==> src/rtl/dma_write_engine.sv <==
// AXI3 S2MM write engine: drains 32-bit FIFO words, packs them into 64-bit beats and bursts them to DDR over HP0.
// Bursts start only once the FIFO holds the whole burst and never cross a 4 KB page.
module dma_write_engine #(
    parameter logic [5:0] AXI_ID    = 6'h1,
    parameter int         MAX_BURST = 16
) (
    input  logic        clk_i,
    input  logic        rst_i,
    input  logic        dma_enable_i,
    input  logic [31:0] dma_base_addr_i,
    input  logic [15:0] dma_word_len_i,
    input  logic        dma_start_i,
    output logic        dma_busy_o,
    output logic        dma_done_o,
    output logic        dma_err_o,
    output logic        fifo_rd_en_o,
    input  logic [31:0] fifo_rd_out_i,
    input  logic [8:0]  fifo_rd_count_i,
    output logic [31:0] S_AXI_HP0_awaddr,
    output logic [3:0]  S_AXI_HP0_awlen,
    output logic [2:0]  S_AXI_HP0_awsize,
    output logic [1:0]  S_AXI_HP0_awburst,
    output logic [3:0]  S_AXI_HP0_awcache,
    output logic [5:0]  S_AXI_HP0_awid,
    output logic        S_AXI_HP0_awvalid,
    input  logic        S_AXI_HP0_awready,
    output logic [5:0]  S_AXI_HP0_wid,
    output logic [63:0] S_AXI_HP0_wdata,
    output logic [7:0]  S_AXI_HP0_wstrb,
    output logic        S_AXI_HP0_wlast,
    output logic        S_AXI_HP0_wvalid,
    input  logic        S_AXI_HP0_wready,
    input  logic [1:0]  S_AXI_HP0_bresp,
    input  logic        S_AXI_HP0_bvalid,
    output logic        S_AXI_HP0_bready,
    output logic [7:0]  dbg_state_o
);

    typedef enum logic [2:0] {
        S_IDLE  = 3'd0,
        S_WAIT  = 3'd1,
        S_ADDR  = 3'd2,
        S_FETCH = 3'd3,
        S_DATA  = 3'd4,
        S_RESP  = 3'd5,
        S_DONE  = 3'd6
    } state_t;

    state_t      state, state_nxt;
    logic        start_q;
    logic [31:0] addr;
    logic [15:0] beats_left;
    logic        odd;
    logic [4:0]  blen;
    logic [4:0]  beat_idx;
    logic        last_odd;
    logic [1:0]  fph;
    logic        pop_q, pop_hi_q;
    logic [31:0] beat_lo, beat_hi;
    logic        err;

    logic        start_edge;
    logic [9:0]  page_room;
    logic [4:0]  blen_calc;
    logic        calc_last;
    logic [5:0]  words_need;
    logic [4:0]  blen_m1;
    logic        half_beat;
    logic        unused_base_bits;

    assign start_edge       = dma_start_i & ~start_q;
    assign page_room        = 10'd512 - {1'b0, addr[11:3]};
    assign calc_last        = (beats_left == {11'd0, blen_calc});
    assign words_need       = {blen_calc, 1'b0} - {5'd0, calc_last & odd};
    assign blen_m1          = blen - 5'd1;
    assign half_beat        = last_odd && (beat_idx == blen_m1);
    assign unused_base_bits = ^dma_base_addr_i[2:0];

    always_comb begin
        blen_calc = 5'(MAX_BURST);
        if (beats_left < 16'(MAX_BURST))
            blen_calc = beats_left[4:0];
        if ({6'd0, page_room} < {11'd0, blen_calc})
            blen_calc = page_room[4:0];
    end

    always_ff @(posedge clk_i or posedge rst_i) begin
        if (rst_i) state <= S_IDLE;
        else       state <= state_nxt;
    end

    // fph sequences the two pops of a beat: 0 = pop lo, 1 = pop hi, 2 = hi lands in the beat register
    always_comb begin
        state_nxt    = state;
        fifo_rd_en_o = 1'b0;
        case (state)
            S_IDLE:  if (start_edge && dma_enable_i)
                         state_nxt = (dma_word_len_i == 16'd0) ? S_DONE : S_WAIT;
            S_WAIT:  if (!dma_enable_i)
                         state_nxt = S_DONE;
                     else if (fifo_rd_count_i >= {3'd0, words_need})
                         state_nxt = S_ADDR;
            S_ADDR:  if (S_AXI_HP0_awready) state_nxt = S_FETCH;
            S_FETCH: case (fph)
                         2'd0: fifo_rd_en_o = (fifo_rd_count_i != 9'd0);
                         2'd1: if (half_beat) state_nxt = S_DATA;
                               else fifo_rd_en_o = (fifo_rd_count_i != 9'd0);
                         default: state_nxt = S_DATA;
                     endcase
            S_DATA:  if (S_AXI_HP0_wready)
                         state_nxt = (beat_idx == blen_m1) ? S_RESP : S_FETCH;
            S_RESP:  if (S_AXI_HP0_bvalid) begin
                         if (S_AXI_HP0_bresp != 2'b00 || beats_left == {11'd0, blen})
                             state_nxt = S_DONE;
                         else
                             state_nxt = S_WAIT;
                     end
            S_DONE:  state_nxt = S_IDLE;
            default: state_nxt = S_IDLE;
        endcase
    end

    always_ff @(posedge clk_i or posedge rst_i) begin
        if (rst_i) begin
            start_q    <= 1'b0;
            addr       <= '0;
            beats_left <= '0;
            odd        <= 1'b0;
            blen       <= '0;
            beat_idx   <= '0;
            last_odd   <= 1'b0;
            fph        <= '0;
            pop_q      <= 1'b0;
            pop_hi_q   <= 1'b0;
            beat_lo    <= '0;
            beat_hi    <= '0;
            err        <= 1'b0;
        end else begin
            start_q  <= dma_start_i;
            pop_q    <= fifo_rd_en_o;
            pop_hi_q <= (fph == 2'd1);
            if (state_nxt != S_FETCH)
                fph <= 2'd0;
            else if (fifo_rd_en_o)
                fph <= fph + 2'd1;
            // hi half reads as zero unless a hi word is popped for this beat
            if (fifo_rd_en_o && fph == 2'd0)
                beat_hi <= '0;
            if (pop_q) begin
                if (pop_hi_q) beat_hi <= fifo_rd_out_i;
                else          beat_lo <= fifo_rd_out_i;
            end
            case (state)
                S_IDLE: if (start_edge && dma_enable_i) begin
                    addr       <= {dma_base_addr_i[31:3], 3'b000};
                    beats_left <= 16'(({1'b0, dma_word_len_i} + 17'd1) >> 1);
                    odd        <= dma_word_len_i[0];
                    err        <= 1'b0;
                end
                S_WAIT: if (state_nxt == S_ADDR) begin
                    blen     <= blen_calc;
                    last_odd <= calc_last & odd;
                end
                S_ADDR: beat_idx <= '0;
                S_DATA: if (S_AXI_HP0_wready && beat_idx != blen_m1)
                    beat_idx <= beat_idx + 5'd1;
                S_RESP: if (S_AXI_HP0_bvalid) begin
                    addr       <= addr + {24'd0, blen, 3'd0};
                    beats_left <= beats_left - {11'd0, blen};
                    if (S_AXI_HP0_bresp != 2'b00)
                        err <= 1'b1;
                end
                default: ;
            endcase
        end
    end

    assign dma_busy_o        = (state != S_IDLE) && (state != S_DONE);
    assign dma_done_o        = (state == S_DONE);
    assign dma_err_o         = err;

    assign S_AXI_HP0_awvalid = (state == S_ADDR);
    assign S_AXI_HP0_awaddr  = S_AXI_HP0_awvalid ? addr : 32'd0;
    assign S_AXI_HP0_awlen   = S_AXI_HP0_awvalid ? blen_m1[3:0] : 4'd0;
    assign S_AXI_HP0_awsize  = 3'b011;
    assign S_AXI_HP0_awburst = 2'b01;
    assign S_AXI_HP0_awcache = 4'b0011;
    assign S_AXI_HP0_awid    = AXI_ID;

    assign S_AXI_HP0_wid     = AXI_ID;
    assign S_AXI_HP0_wvalid  = (state == S_DATA);
    assign S_AXI_HP0_wdata   = S_AXI_HP0_wvalid ? {beat_hi, beat_lo} : 64'd0;
    assign S_AXI_HP0_wstrb   = !S_AXI_HP0_wvalid ? 8'h00 : (half_beat ? 8'h0F : 8'hFF);
    assign S_AXI_HP0_wlast   = S_AXI_HP0_wvalid && (beat_idx == blen_m1);
    assign S_AXI_HP0_bready  = (state == S_RESP);

    assign dbg_state_o       = {err, dma_busy_o, 3'b000, state};

endmodule

==> config.mk <==
export PLATFORM = sky130hd
export DESIGN_NAME = dma_write_engine
export DESIGN_NICKNAME = d
export VERILOG_FILES = /design/src/rtl/dma_write_engine.sv
export SDC_FILE = /design/constraint.sdc
export NUM_CORES = 1
export LEC_CHECK = 0
export CELL_PAD_IN_SITES_DETAIL_PLACEMENT = 1
export CELL_PAD_IN_SITES_GLOBAL_PLACEMENT = 2
export CORE_UTILIZATION = 28
export DETAILED_ROUTE_END_ITERATION = 8
export PLACE_DENSITY_LB_ADDON = 0.1
export SLEW_MARGIN = 20
export SYNTH_ARGS = -nofsm -noshare
export SYNTH_HDL_FRONTEND = slang
export SYNTH_SLANG_ARGS = --single-unit
==> constraint.sdc <==
create_clock -name clk_i -period 6 [get_ports clk_i]
set_input_delay 0.9 -clock clk_i [delete_from_list [all_inputs] [get_ports clk_i]]
set_output_delay 0.9 -clock clk_i [all_outputs]
set_load 0.005 [all_outputs]
== Word-level counts from Yosys, hierarchy flattened ==
Cells that the tools add are included.

* Add/sub/neg operators: 8
* $lt $le $gt $ge: 3
* Equal/unequal tests: 18
* Muxes and demuxes: 39
* Bitwise logic cells: 4
* Reductions and logical operators: 22

{| class="wikitable"
|+ Operator list
! kind !! count
|-
| $mux 32 || 6
|-
| $mux 64 || 1
|-
| $pmux 32 s2 || 1
|-
| $add 32x8->32 || 1
|-
| $eq 16x5->1 || 2
|-
| $mux 16 || 2
|-
| $pmux 16 s2 || 1
|-
| $mux 3 || 10
|-
| $pmux 3 s6 || 1
|-
| $add 16x1->17 const B || 1
|-
| $logic_not 16->1 || 1
|-
| $lt 16x5->1 const B || 1
|-
| $mux 8 || 2
|-
| $sub 16x5->16 || 1
|-
| $mux 5 || 3
|-
| $lt 10x5->1 || 1
|-
| $pmux 5 s2 || 1
|-
| $sub 10x9->10 const A || 1
|-
| $eq 3x2->1 const B || 3
|-
| $eq 3x3->1 const B || 3
|-
| $ge 9x6->1 || 1
|-
| $reduce_bool 9->1 || 1
|-
| $reduce_and 2->1 || 4
|-
| $reduce_bool 2->1 || 4
|-
| 26 further kinds || 41
|}

* Register bits after elaboration: 133
* Bits of input ports: 98
* Output and inout bits: 145
* Word-level logic and storage cells: 108

== Depth between registers and ports, before layout ==
Gate-level depths: netlist of the first run.

* Depth after elaboration: 13
* Depth in mapped cells: 24
* Gate-level depth less buffers: 23

== Least setup slack after synthesis of the first run ==
No wires, ideal clock.

* Kind: register to register
* From: reg beats_left[8]
* To: reg last_odd
* Setup time: 0.125 ns
* Arrival: 4.983 ns
* Data required time: 5.875 ns
* Slack: 0.892 ns
* Cell stages (with the launch flop): 23
* Path buffers: 1
* Clock period less this slack: 5.108 ns
* Cell sequence: dfrtp_1 -> nor4_1 -> and4_1 -> nand2b_1 -> clkinv_1 -> nand2_1 -> ha_1 -> o21ai_0 -> nor2_1 -> a311o_2 -> buf_6 -> nor2_1 -> a31oi_1 -> ha_1 -> nor4b_1 -> a41o_1 -> xor2_1 -> ha_1 -> nor2_1 -> o311ai_0 -> nor4bb_1 -> nand2_1 -> mux2_2

* Word-level cells in the longest chain between the ends: 13
* Elaborated cells between the ends (all ways): 17
* Classes of those cells: add/sub: 1; order compare: 3; eq/ne: 3; mux: 7; bitwise: 1; reduce/logical: 2

{| class="wikitable"
|+ RTL lines
! element !! line !! source
|-
| start, declared || 52 || <nowiki>logic [15:0] beats_left;</nowiki>
|-
| start signal, assigned || 156 || <nowiki>beats_left <= 16'(({1'b0, dma_word_len_i} + 17'd1) >> 1);</nowiki>
|-
| start signal, assigned || 169 || <nowiki>beats_left <= beats_left - {11'd0, blen};</nowiki>
|-
| $lt 16x5->1 || 81 || <nowiki>if (beats_left < 16'(MAX_BURST))</nowiki>
|-
| $mux 5 || 81 ||
|-
| $lt 10x5->1 || 83 || <nowiki>if ({6'd0, page_room} < {11'd0, blen_calc})</nowiki>
|-
| $mux 5 || 83 ||
|-
| $eq 16x5->1 || 73 || <nowiki>assign calc_last = (beats_left == {11'd0, blen_calc});</nowiki>
|-
| $and 1x1->1 || 74, 162 ||
|-
| $sub 6x1->6 || 74 || <nowiki>assign words_need = {blen_calc, 1'b0} - {5'd0, calc_last & odd};</nowiki>
|-
| $ge 9x6->1 || 101 || <nowiki>else if (fifo_rd_count_i >= {3'd0, words_need})</nowiki>
|-
| $mux 3 || 101 ||
|-
| $mux 3 || 99 || <nowiki>S_WAIT: if (!dma_enable_i)</nowiki>
|-
| $pmux 3 s6 || 96 || <nowiki>case (state)</nowiki>
|-
| $eq 3x2->1 || 160 || <nowiki>S_WAIT: if (state_nxt == S_ADDR) begin</nowiki>
|-
| $reduce_and 2->1 (no line) || n/a ||
|-
| end signal, assigned || 162 || <nowiki>last_odd <= calc_last & odd;</nowiki>
|-
| end, declared || 56 || <nowiki>logic last_odd;</nowiki>
|}

Parallel ways exist; a longest one is shown, timed or not.
A chain may end at the register's enable or synchronous reset.

== Worst setup path after layout of the first run ==
* From: reg beats_left[8]
* To: reg fph[1]

* Word-level cells in the longest chain between the ends: 13
* Elaborated cells between the ends (all ways): 18
* Classes of those cells: add/sub: 1; order compare: 3; eq/ne: 3; mux: 8; bitwise: 1; reduce/logical: 2

{| class="wikitable"
|+ RTL lines
! element !! line !! source
|-
| $lt 16x5->1 || 81 ||
|-
| $mux 5 || 81 ||
|-
| $lt 10x5->1 || 83 ||
|-
| $mux 5 || 83 ||
|-
| $eq 16x5->1 * || 73 ||
|-
| $and 1x1->1 * || 74 ||
|-
| $sub 6x1->6 * || 74 ||
|-
| named net words_need[0] || 66 || <nowiki>logic [5:0] words_need;</nowiki>
|-
| $ge 9x6->1 * || 101 ||
|-
| $mux 3 * || 101 ||
|-
| $mux 3 * || 99 ||
|-
| $pmux 3 s6 * || 96 ||
|-
| $ne 3x2->1 * || 142 || <nowiki>if (state_nxt != S_FETCH)</nowiki>
|-
| $mux 2 / $reduce_bool 2->1 (equally long branches) || n/a ||
|-
| end signal, assigned || 145 || <nowiki>fph <= fph + 2'd1;</nowiki>
|-
| end, declared || 57 || <nowiki>logic [1:0] fph;</nowiki>
|}

The timed path passes the listed nets; every way through them passes the cells marked *.

==> flow_metrics.tcl, run 1 <==
set metrics [dict create \
    status "finished clean" \
    netlist_area_um2 8700 \
    drt_iter0_drc 301 \
    die_x_um 178 \
    insertion_delay_ps 430 \
    layout_min_cycle_time_ps 5480 \
    yosysTopAreaCell "dfrtp_1" \
    finalHoldViolCount 0 \
    r2r_end "fph[1]$_DFFE_PP0P_" \
    syn_area_per_cell_um2 8.49 \
    hold-path-cell-count 1 \
    p_total_mw 4.68 \
    syn_to_final_growth_pct 34.6 \
    ant_nets 0 \
    whs_endpoint "beat_lo[21]$_DFFE_PP0P_" \
    fin_skew_ps 18.9 \
    r2r.worst_path.cells 24 \
    period_share 0.913 \
    root_buffer "clkbuf_16" \
    final_layout_size_suffix_gt1_frac 0.0875 \
    via_per_inst 5.00 \
    seq_area_um2 3250 \
    place.gp.congestion 0.848 \
    start_kind "flip-flop" \
    r2r_slack_ps 520 \
    rows 64 \
    cts.sinks 130 \
    cts_tree "done" \
    synth_top_area_frac 0.374 \
    grt_first_pass_wirelength_um 47500 \
    worstMarginPinSlew_ps 880 \
    report.final.slew_viol_count 0 \
    htree_num_levels 4 \
    final_common_cell "clkdlybuf4s50_1" \
    nets 1338 \
    drv_cap 0 \
    ys_seq_elements 130 \
    slew_headroom 0.413 \
    drc 0 \
    dr.pass1.iters 4 \
    grt_setup_unrepaired "false" \
    groute.usage.overall 0.195 \
    clockBufferDepth 2 \
    setup_tns_ps 0 \
    path_clk_slew_ps 70 \
    boundaryPins 243 \
    r2r-start "beats_left[8]$_DFFE_PP0P_" \
    cts_setup_buffers 0 \
    core-area_um2 30600 \
    dp_hpwl_um 21800 \
    ys_warn_count 0 \
    final_util 0.383 \
    n_antenna_cell 0 \
    overflow 0 \
    die_h_um 178 \
    ys_types 70 \
    syn_inst 1024 \
    synth.area.top_cells "dfrtp_1, nand2_1, and3_1" \
    timing.fmax_mhz 183 \
    peakVddDrop_v 0.000185 \
    mostFrequentLayoutCells "clkdlybuf4s50_1, nand2_1, dfrtp_1" \
    required_ps 6310 \
    min_path_type "flip-flop to flip-flop" \
    instances_no_fill 1619 \
    grt_pass1_vias 8318 \
    dieArea_um2 31800 \
    numPortBuffers 212 \
    worstSetupEndpointType "flip-flop" \
    grt_max_degree 79 \
    vias 8091 \
    yosysSeqAreaShare 0.374 \
    hp-start "beat_lo[21]$_DFFE_PP0P_" \
    multiInputGateArea_um2 4920 \
    crit_fanout 9 \
    initial_core_util 0.284 \
    synth_enable_flop_cells 0 \
    n_fill_cell 3590 \
    dp_cells 1587 \
    path_class "flip-flop to flip-flop" \
    wl_per_cell_um 18.8 \
    p_leak_nw 5.06 \
    setup_viol 0 \
    ys.flop_type "dfrtp_1" \
    p_per_area_nw_per_um2 400 \
    numCtsBuffers 17 \
    antenna_found_initial 2 \
    async_reset_ff_frac 1.00 \
    cp.arrival_ps 5790 \
    wirelength_um 30400 \
]
## layer usage
layer / share of wire / global-route usage / vias to the layer above
met5: 0 / 0 / -
met4: 0.017 / 0.0558 / 0
met3: 0.041 / 0.0305 / 29
met2: 0.48 / 0.332 / 199
met1: 0.46 / 0.254 / 3941
li1: - / - / 3922
## logic make-up after synthesis
logic type / count (synthesis) / synth area share
AND/OR/NAND/NOR: 460 / 0.261
AO/OA/AOI/OAI: 176 / 0.134
flip-flops: 130 / 0.374
buffers and inverters: 130 / 0.0734
multiplexers: 59 / 0.0729
XOR/XNOR: 37 / 0.0388
adder cells (fa/ha/maj): 30 / 0.0449
other: 2 / 0.000864
## power breakdown
group          leakage, nW  switching (mW)  total [mW]  internal, mW
sequential            1.64           0.341        1.54          1.20
combinational         3.13            1.08        2.07         0.990
clock                0.286           0.483        1.08         0.593
total                 5.06            1.90        4.68          2.78
## worst max-delay path, stage by stage (launching register included)
cell and delay [ps]:
dfrtp_1 460, nor4_1 320, buf_4 170, and4_1 210
nand2b_1 140, clkinv_1 150, nand2_1 110, ha_1 220
nor4_1 250, nand2_1 90, a311o_2 500, mux2i_1 170
nor2b_1 190, ha_1 200, nor4b_1 250, a41o_1 150
xor2_1 200, ha_1 210, nor2_1 70, o311ai_2 290
buf_4 170, nor4b_1 40, or4_1 540, a21boi_1 200
nor3_1 70
## synthesized netlist by cell type, drive strengths merged (4+ instances only)
library cell / count
and2: 29
inv: 33
a21o: 6
a22oi: 5
nor2b: 7
nand2: 169
nor3b: 5
a31oi: 10
nand4: 13
dfrtp: 130
xor2: 17
nand2b: 12
mux2: 35
o211ai: 12
a32oi: 16
clkbuf: 52
and3: 74
xnor2: 19
nor2: 68
nand3: 25
or2: 4
nor4: 9
o21ai: 33
o311ai: 6
nor3: 25
buf: 43
mux2i: 24
a21boi: 4
ha: 28
a211oi: 5
a21oi: 55
## how the worst max path moves through the flow
stage,from,endpoint,slack [ps],cells past startpoint
floorplan,beats_left[8]$_DFFE_PP0P_,last_odd$_DFFE_PP0P_,890,22
global placement,beats_left[8]$_DFFE_PP0P_,fph[1]$_DFFE_PP0P_,500,24
detailed placement,beats_left[8]$_DFFE_PP0P_,fph[0]$_DFFE_PP0P_,270,24
CTS,beats_left[8]$_DFFE_PP0P_,fph[0]$_DFFE_PP0P_,250,24
global route,beats_left[8]$_DFFE_PP0P_,fph[1]$_DFFE_PP0P_,60,24
finish,beats_left[8]$_DFFE_PP0P_,fph[1]$_DFFE_PP0P_,520,24
## state kept, by name, indices dropped and copies added, names as in the netlist, 2 cells and up
signal      count
addr           29
beat_hi        32
beat_idx        5
beat_lo        32
beats_left     16
blen            5
fph             2
state           3
## repair_timing
action	in CTS	in global routing
endpoints found under the setup margin	0	9
gates resized for setup	0	4
hold buffers	0	0
## area by class of cell
type	instances	share of cell area
clock buffers	17	0.0363
inverters	35	0.0116
flip-flops and latches	130	0.278
clock inverters	15	0.0140
repair buffers	237	0.197
well taps	396	0.0423
multi-input cells	789	0.420
## stage by stage
step	setup WS [ps]	hold WS (ps)	instance area (um2)
floorplan	892	471	8790
global placement	496	479	11100
detailed placement	270	488	11100
CTS	249	502	11700
global route	64.2	517	11700
finish	524	500	11700
No activity file was read; power rests on OpenSTA's default activity.
==> run 2: changes to the inputs <==
Settings changed: SLEW_MARGIN 20 to 30.
==> results of run 2 <==
Same layout as run 1: the final DEF is identical, and so are final timing and power.
